## src/rtl/mem_access_ctrl.sv

```systemverilog
// Memory access sequencer for the LC-3b datapath: arbitrates fetch vs. data
// requests, drives MAR load and memory strobes, and returns data/err to the owner.
module mem_access_ctrl #(
  parameter int unsigned MEM_TIMEOUT = 15,
  parameter int unsigned CNT_W       = 4
) (
  input  logic        clk,
  input  logic        reset,
  input  logic        if_req,
  input  logic [15:0] if_addr,
  output logic        if_done,
  output logic        if_err,
  output logic [15:0] if_rdata,
  input  logic        dm_req,
  input  logic [15:0] dm_addr,
  input  logic        dm_size,
  input  logic        dm_write,
  input  logic [15:0] dm_wdata,
  output logic        dm_done,
  output logic        dm_err,
  output logic [15:0] dm_rdata,
  output logic        LD_MAR,
  output logic [15:0] mar_in,
  output logic        mar_size,
  output logic        mar_write,
  output logic        mem_en,
  output logic        mem_we_lo,
  output logic        mem_we_hi,
  output logic [15:0] mem_wdata,
  input  logic [15:0] mem_rdata,
  input  logic        mem_ready,
  output logic        busy
);

  typedef enum logic [1:0] {IDLE, LOAD, MEM_WAIT, RESP} state_t;

  localparam logic [CNT_W:0] TIMEOUT_V = (CNT_W+1)'(MEM_TIMEOUT);

  state_t           state_q;
  logic             owner_q;   // 1 = data requester, 0 = fetch
  logic [15:0]      addr_q;
  logic             size_q;
  logic             write_q;
  logic [15:0]      wdata_q;
  logic [CNT_W-1:0] cnt_q;
  logic             ld_mar_q, mem_en_q, we_lo_q, we_hi_q;
  logic [15:0]      mar_in_q, mem_wdata_q, rdata_q;
  logic             mar_size_q, mar_write_q;
  logic             if_done_q, dm_done_q, err_q;

  logic [CNT_W:0]   cnt_next_d;
  logic             timeout_d;
  logic             grant_dm_d;
  logic [15:0]      grant_addr_d;
  logic             grant_size_d;

  always_comb begin
    cnt_next_d   = {1'b0, cnt_q} + (CNT_W+1)'(1);
    timeout_d    = (MEM_TIMEOUT != 0) && (cnt_next_d == TIMEOUT_V);
    grant_dm_d   = dm_req;
    grant_addr_d = dm_req ? dm_addr : if_addr;
    grant_size_d = dm_req ? dm_size : 1'b1;
  end

  always_ff @(posedge clk) begin
    if (reset) begin
      state_q     <= IDLE;
      owner_q     <= 1'b0;
      addr_q      <= '0;
      size_q      <= 1'b0;
      write_q     <= 1'b0;
      wdata_q     <= '0;
      cnt_q       <= '0;
      ld_mar_q    <= 1'b0;
      mem_en_q    <= 1'b0;
      we_lo_q     <= 1'b0;
      we_hi_q     <= 1'b0;
      mar_in_q    <= '0;
      mar_size_q  <= 1'b0;
      mar_write_q <= 1'b0;
      mem_wdata_q <= '0;
      rdata_q     <= '0;
      err_q       <= 1'b0;
      if_done_q   <= 1'b0;
      dm_done_q   <= 1'b0;
    end else begin
      ld_mar_q  <= 1'b0;
      mem_en_q  <= 1'b0;
      we_lo_q   <= 1'b0;
      we_hi_q   <= 1'b0;
      if_done_q <= 1'b0;
      dm_done_q <= 1'b0;
      case (state_q)
        IDLE: begin
          if (dm_req || if_req) begin
            owner_q <= grant_dm_d;
            addr_q  <= grant_addr_d;
            size_q  <= grant_size_d;
            write_q <= grant_dm_d & dm_write;
            wdata_q <= dm_wdata;
            // Misaligned word accesses never reach the MAR or memory.
            if (grant_size_d && grant_addr_d[0]) begin
              state_q   <= RESP;
              err_q     <= 1'b1;
              rdata_q   <= '0;
              dm_done_q <= grant_dm_d;
              if_done_q <= ~grant_dm_d;
            end else begin
              state_q     <= LOAD;
              ld_mar_q    <= 1'b1;
              mar_in_q    <= grant_addr_d;
              mar_size_q  <= grant_size_d;
              mar_write_q <= grant_dm_d & dm_write;
            end
          end
        end
        LOAD: begin
          state_q     <= MEM_WAIT;
          cnt_q       <= '0;
          mem_en_q    <= 1'b1;
          we_lo_q     <= write_q & (size_q | ~addr_q[0]);
          we_hi_q     <= write_q & (size_q |  addr_q[0]);
          mem_wdata_q <= size_q ? wdata_q : {wdata_q[7:0], wdata_q[7:0]};
        end
        MEM_WAIT: begin
          cnt_q <= cnt_next_d[CNT_W-1:0];
          if (mem_ready || timeout_d) begin
            state_q   <= RESP;
            err_q     <= ~mem_ready;
            dm_done_q <= owner_q;
            if_done_q <= ~owner_q;
            if (!mem_ready || write_q)
              rdata_q <= '0;
            else if (size_q)
              rdata_q <= mem_rdata;
            else
              rdata_q <= {8'h00, addr_q[0] ? mem_rdata[15:8] : mem_rdata[7:0]};
          end else begin
            mem_en_q <= 1'b1;
            we_lo_q  <= we_lo_q;
            we_hi_q  <= we_hi_q;
          end
        end
        RESP: begin
          state_q <= IDLE;
        end
        default: state_q <= IDLE;
      endcase
    end
  end

  assign LD_MAR    = ld_mar_q;
  assign mar_in    = mar_in_q;
  assign mar_size  = mar_size_q;
  assign mar_write = mar_write_q;
  assign mem_en    = mem_en_q;
  assign mem_we_lo = we_lo_q;
  assign mem_we_hi = we_hi_q;
  assign mem_wdata = mem_wdata_q;
  assign if_done   = if_done_q;
  assign dm_done   = dm_done_q;
  assign if_err    = if_done_q & err_q;
  assign dm_err    = dm_done_q & err_q;
  assign if_rdata  = if_done_q ? rdata_q : 16'h0000;
  assign dm_rdata  = dm_done_q ? rdata_q : 16'h0000;
  assign busy      = (state_q != IDLE);

endmodule
```

## config.mk

```make
export PLATFORM = sky130hd
export DESIGN_NAME = mem_access_ctrl
export DESIGN_NICKNAME = d
export VERILOG_FILES = /design/src/rtl/mem_access_ctrl.sv
export SDC_FILE = /design/constraint.sdc
export NUM_CORES = 1
export LEC_CHECK = 0
export CAP_MARGIN = 20
export CORE_ASPECT_RATIO = 0.9
export CORE_MARGIN = 5
export CORE_UTILIZATION = 44
export DETAILED_ROUTE_END_ITERATION = 12
export PLACE_DENSITY = 0.83
export SYNTH_ARGS = -nofsm -noshare
export SYNTH_HDL_FRONTEND = slang
export SYNTH_SLANG_ARGS = --single-unit
```

## constraint.sdc

```tcl
create_clock -name clk -period 2.3 [get_ports clk]
set_input_delay 0.345 -clock clk [delete_from_list [all_inputs] [get_ports clk]]
set_output_delay 0.345 -clock clk [all_outputs]
set_load 0.01 [all_outputs]
```

==> results.ini, run 1 <==
[outcome]
outcome = completed

[floorplan]
chipHeight_um = 98.19
die_width_um = 108.0
fp-row-count = 32
start_util_pct = 44.80
coreArea_um2 = 8488
dieArea_um2 = 10600
io_pins = 146

[sta]
period_minus_slack_ns = 2.073
fin_worst_skew_ns = 0.009797
hold_viol = 0
setup_tns_ns = 0
max_slew_margin_pct = 56.12
min_period_over_period_pct = 90.13
worstMarginPinSlew_ns = 0.6569
setup_violations = 0
rsz0062_at_grt = no
fmax_ghz = 0.4824
slew_violations = 0

[clocking]
cts-buffers-inserted = 9
clockBufferDepth = 2
cts_tree = built
cts_setup_buffers = 0
cts_root_buffer = clkbuf_8
clk_pin_slew_ns = 0.08
cts_resized = 0
clock-sinks = 83
cts-htree-levels = 3
postCtsHoldBufs = 0
clock_latency_ns = 0.35

[routing]
drtIter0Drc = 140
drt-wirelength-per-cell_um = 14.72
wl_um = 10360
drc = 0
via_per_inst = 5.041
postRouteAntennaNets = 0
vias = 3549
firstDrtPassIters = 4

[finish]
drive_above_1_share_pct = 6.838
nFillCells = 712
diodes = 0
fin_cells = 704
fin_util_pct = 65.68
final_common_cell = clkdlybuf4s50_1
area_delta_synth_final_pct = 46.63
fin_area_um2 = 5575
nets = 657
layout_common_cells = 144 x clkdlybuf4s50_1, 83 x dfxtp_1, 76 x nand2_1

[synth]
synth_cell_types = 43
ys.flop_type = dfxtp_1
yosys-top-cells-area = dfxtp_1 44%, mux2i_1 11%, nand2_1 7.5%
ys_warn_count = 0
async_reset_ff_share_pct = 0
yosys.area.top_type = dfxtp_1
syn_nets = 519
syn_area_um2 = 3802
ys_ff_latch = 83
synth_top_area_share_pct = 43.70
synth-edff-count = 0
syn-instance-count = 443
syn_avg_cell_area_um2 = 8.583
synth-seq-area-share_pct = 43.70

[place]
dpl_cell_area_um2 = 5366
hpwl_um = 7856
gp_congestion = 0.8566
placed_cells = 689
io_buffers = 145

[global_route]
antenna_found_initial = 0
grt_overflow = 0
gr-usage-all-layers_pct = 18.92
grt_max_degree = 53
grt_pass1_vias = 3447
grt_pass1_wl_um = 16380

[pwr]
vdd_drop_max_mv = 0.4726
p_per_area_nw_per_um2 = 886.4
p_leak_nw = 2.150
power_mw = 4.942

[run]
maxCapViolations = 0

[setup_path]
path_cells = inv_1 > ha_1 > nor2_1 > a31oi_1 > o211ai_2 > nor2_4 > buf_4 > mux2i_1
crit_fanout = 10
critPathTopFamily = simple AND/OR/NAND/NOR gates
crit_path_max_incr_delay_ns = 0.38
critPathKind = reg2reg
rrSetupSlack_ns = 0.23
start_kind = flip-flop
crit_arrival_ns = 2.35
cp_slowest_cell = ha_1
cp-end-kind = flip-flop
cp.buffers_inverters = 2
worstPathRequired_ns = 2.57

[hold_path]
hold_path.class = in2reg

## final cells by class
type | instances | area (um2) | share of cell area, %
clock buffer | 10 | 127.6 | 2.289
tap | 119 | 148.9 | 2.671
timing repair buffer | 156 | 1541 | 27.65
multi-input combinational | 323 | 1987 | 35.64
inverter | 8 | 30.03 | 0.5386
clock inverter | 5 | 78.83 | 1.414
sequential | 83 | 1662 | 29.80
## through the flow
stage,worst slack (ns),hold WS (ns)
2_1_floorplan,0.4010,0.4241
3_3_place_gp,0.1721,0.4424
3_5_place_dp,0.09064,0.4463
4_1_cts,0.07104,0.4399
5_1_grt,0.02968,0.4571
6_report,0.2270,0.4492
## cell usage after synthesis (2+ instances only)
cell	instances
dfxtp_1	83
nand2_1	76
nor2_1	49
mux2i_1	41
and2_1	34
a21oi_1	30
a211oi_1	24
clkbuf_1	17
nor2b_1	11
inv_1	8
buf_2	7
mux2_2	6
ha_1	5
nand2b_1	5
nand3_1	5
o21ai_0	4
a32oi_1	3
buf_1	3
nor3_1	3
o21a_1	3
and3_1	2
mux2_4	2
o32ai_1	2
## flip-flops by register name (all words and copies together), names as in the netlist, 2 cells and up
register	count
mar_in	16
mem_wdata	16
rdata_q	16
wdata_q	16
cnt_q	4
state_q	2
## worst min-delay path, cell delays in order
cell	delay, ns
buf_2	0.16
nor2b_1	0.12
mux2_2	0.14
## where the power goes
group          total, mW  switching, mW  internal [mW]
logic               1.96           1.03          0.932
clock network       1.11          0.503          0.604
registers           1.88          0.169           1.71
total               4.94           1.70           3.24
## metal layers
metal	GRT usage (%)	share of wire (%)
met1	22.84	44
met2	31.45	46
met3	7.601	9.0
met4	4.660	1.6
met5	0	0
## final timing paths
| kind | from | endpoint | cells after the start |
|---|---|---|---|
| worst max-delay path | state_q[0] | rdata_q[13] | 8 |
| worst min-delay path | reset | rdata_q[4] | 3 |
| worst max register to register | state_q[0] | rdata_q[13] | 8 |
| worst min register to register | wdata_q[15] | wdata_q[15] | 2 |
## cell families (layout without fill, tap and decap cells)
logic type | Yosys count | count (layout) | share of synthesized area [%]
compound gates | 76 | 76 | 13.46
mux | 49 | 49 | 13.36
flops | 83 | 83 | 43.70
simple gates | 193 | 193 | 23.66
fa+ha+maj | 5 | 5 | 1.645
buf+inv | 37 | 179 | 4.179
(Power assumes the default switching activity.)
==> run 2: changes to the inputs <==
--- a/config.mk
+++ b/config.mk
@@ -6,11 +6,12 @@
 export NUM_CORES = 1
 export LEC_CHECK = 0
 export CAP_MARGIN = 20
+export CELL_PAD_IN_SITES_DETAIL_PLACEMENT = 1
+export CELL_PAD_IN_SITES_GLOBAL_PLACEMENT = 2
 export CORE_ASPECT_RATIO = 0.9
-export CORE_MARGIN = 5
-export CORE_UTILIZATION = 44
+export CORE_UTILIZATION = 25
 export DETAILED_ROUTE_END_ITERATION = 12
-export PLACE_DENSITY = 0.83
+export PLACE_DENSITY = 0.84
 export SYNTH_ARGS = -nofsm -noshare
 export SYNTH_HDL_FRONTEND = slang
 export SYNTH_SLANG_ARGS = --single-unit
==> results.ini, run 2 (synthesis gave the netlist of run 1 again) <==
[floorplan]
chipHeight_um = 119
fp-row-count = 42
coreArea_um2 = 14770
io_pins = 146
die_width_um = 132
dieArea_um2 = 15710
start_util_pct = 25.75

[pwr]
power_mw = 5.444
vdd_drop_max_mv = 0.4136
p_leak_nw = 2.199
p_per_area_nw_per_um2 = 939.6

[routing]
drc = 0
drt-wirelength-per-cell_um = 14.68
vias = 3556
postRouteAntennaNets = 0
via_per_inst = 4.547
firstDrtPassIters = 4
drtIter0Drc = 114
wl_um = 11480

[clocking]
cts_root_buffer = clkbuf_16
clk_pin_slew_ns = 0.06
cts_tree = built
cts-htree-levels = 3
clock-sinks = 83
cts_setup_buffers = 0
postCtsHoldBufs = 0
clock_latency_ns = 0.34
cts-buffers-inserted = 9
clockBufferDepth = 2

[setup_path]
worstPathRequired_ns = 1.96
reg2regPathDepth = 8
cp-end-kind = primary output
crit_arrival_ns = 1.82
start_kind = flip-flop
crit_cells = 4
critPathLaunch = state_q[0]
crit-reg2reg-launch = state_q[0]
crit_path_max_incr_delay_ns = 0.57
path_cells = inv_1 > ha_1 > inv_2 > clkdlybuf4s50_1
critPathKind = reg2out
r2r_end = rdata_q[14]
cp.buffers_inverters = 3
crit_fanout = 11
rrSetupSlack_ns = 0.22
cp_slowest_cell = clkdlybuf4s50_1
critPathCapture = busy
critPathTopFamily = buffers and inverters

[sta]
slew_violations = 0
fin_worst_skew_ns = 0.006345
hold_viol = 0
period_minus_slack_ns = 2.166
worstMarginPinSlew_ns = 0.6695
fmax_ghz = 0.4617
max_slew_margin_pct = 55.36
setup_tns_ns = 0
setup_violations = 0
rsz0062_at_grt = no
min_period_over_period_pct = 94.18

[global_route]
grt_max_degree = 65
grt_overflow = 0
grt_pass1_vias = 3655
antenna_found_initial = 0
grt_pass1_wl_um = 18530
gr-usage-all-layers_pct = 15.09

[finish]
drive_above_1_share_pct = 6.678
area_delta_synth_final_pct = 52.39
final_common_cell = clkdlybuf4s50_1
fin_util_pct = 39.24
diodes = 0
layout_common_cells = 144 x clkdlybuf4s50_1, 83 x dfxtp_1, 76 x nand2_1
nets = 656
fin_cells = 782

[outcome]
outcome = completed

[place]
io_buffers = 145
placed_cells = 767
hpwl_um = 8734
gp_congestion = 0.7982

[hold_path]
hold_path.class = reg2reg

[run]
maxCapViolations = 0

[run 2: cell count changes in the layout (fill, tap and decap cells not counted), moves of 2 or more]
cell,previous run,this run
buf_4,10,8
clkbuf_16,0,9
clkbuf_8,9,1
clkinv_2,2,0
[run 2: what timing repair did]
action / CTS / global route
gates resized for setup: 0 / 1
setup endpoints to repair: 0 / 1
hold endpoints to repair: 0 / 0
[run 2: per-stage QoR]
| stage | hold slack, ns | setup WS [ns] | cell area (um2) |
|---|---|---|---|
| 5_1_grt | 0.4760 | 0.03024 | 5794 |
| 3_5_place_dp | 0.4477 | 0.08248 | 5470 |
| 4_1_cts | 0.4567 | 0.04849 | 5794 |
| 3_3_place_gp | 0.4429 | 0.1457 | 5470 |
| 2_1_floorplan | 0.4241 | 0.4010 | 3802 |
| 6_report | 0.4565 | 0.1339 | 5794 |
[run 2: cell type report]
cell class	count	area, um2
clock buffers	10	239.0
clock inverters	5	85.08
fillers	1684	8972
inverters	8	30.03
multi-input cells	323	1984
flip-flops and latches	83	1662
well taps	198	247.7
repair buffers	155	1546
[run 2: worst min-delay path by stage]
stage | start | endpoint | slack, ns | depth (start not counted)
after CTS | wdata_q[9] | wdata_q[9] | 0.46 | 2
after global routing | wdata_q[8] | wdata_q[8] | 0.48 | 2
after global placement | wdata_q[13] | wdata_q[13] | 0.44 | 2
final | wdata_q[9] | wdata_q[9] | 0.46 | 2
after floorplan | owner_q | if_done | 0.42 | 1
after detailed placement | wdata_q[9] | wdata_q[9] | 0.45 | 2
[run 2: worst min-delay path: stages, from the launching register on]
cell,delay [ns]
dfxtp_1,0.31
nand2_1,0.05
a21oi_1,0.05
[run 2: routing by layer]
metal	part of all wire (%)	vias to the layer above	routed length, um	track usage (%)
met5	0	-	0	0
met4	0.85	0	98	3.706
met3	6.3	8	725	5.407
met2	47	106	5353	25.00
met1	46	1670	5302	18.54
li1	-	1772	-	-
[run 2: power breakdown]
| part | switching [mW] | total (mW) | internal [mW] | leakage, nW |
|---|---|---|---|---|
| logic | 1.03 | 1.98 | 0.942 | 1.36 |
| registers | 0.182 | 1.89 | 1.71 | 0.679 |
| clock network | 0.596 | 1.58 | 0.980 | 0.155 |
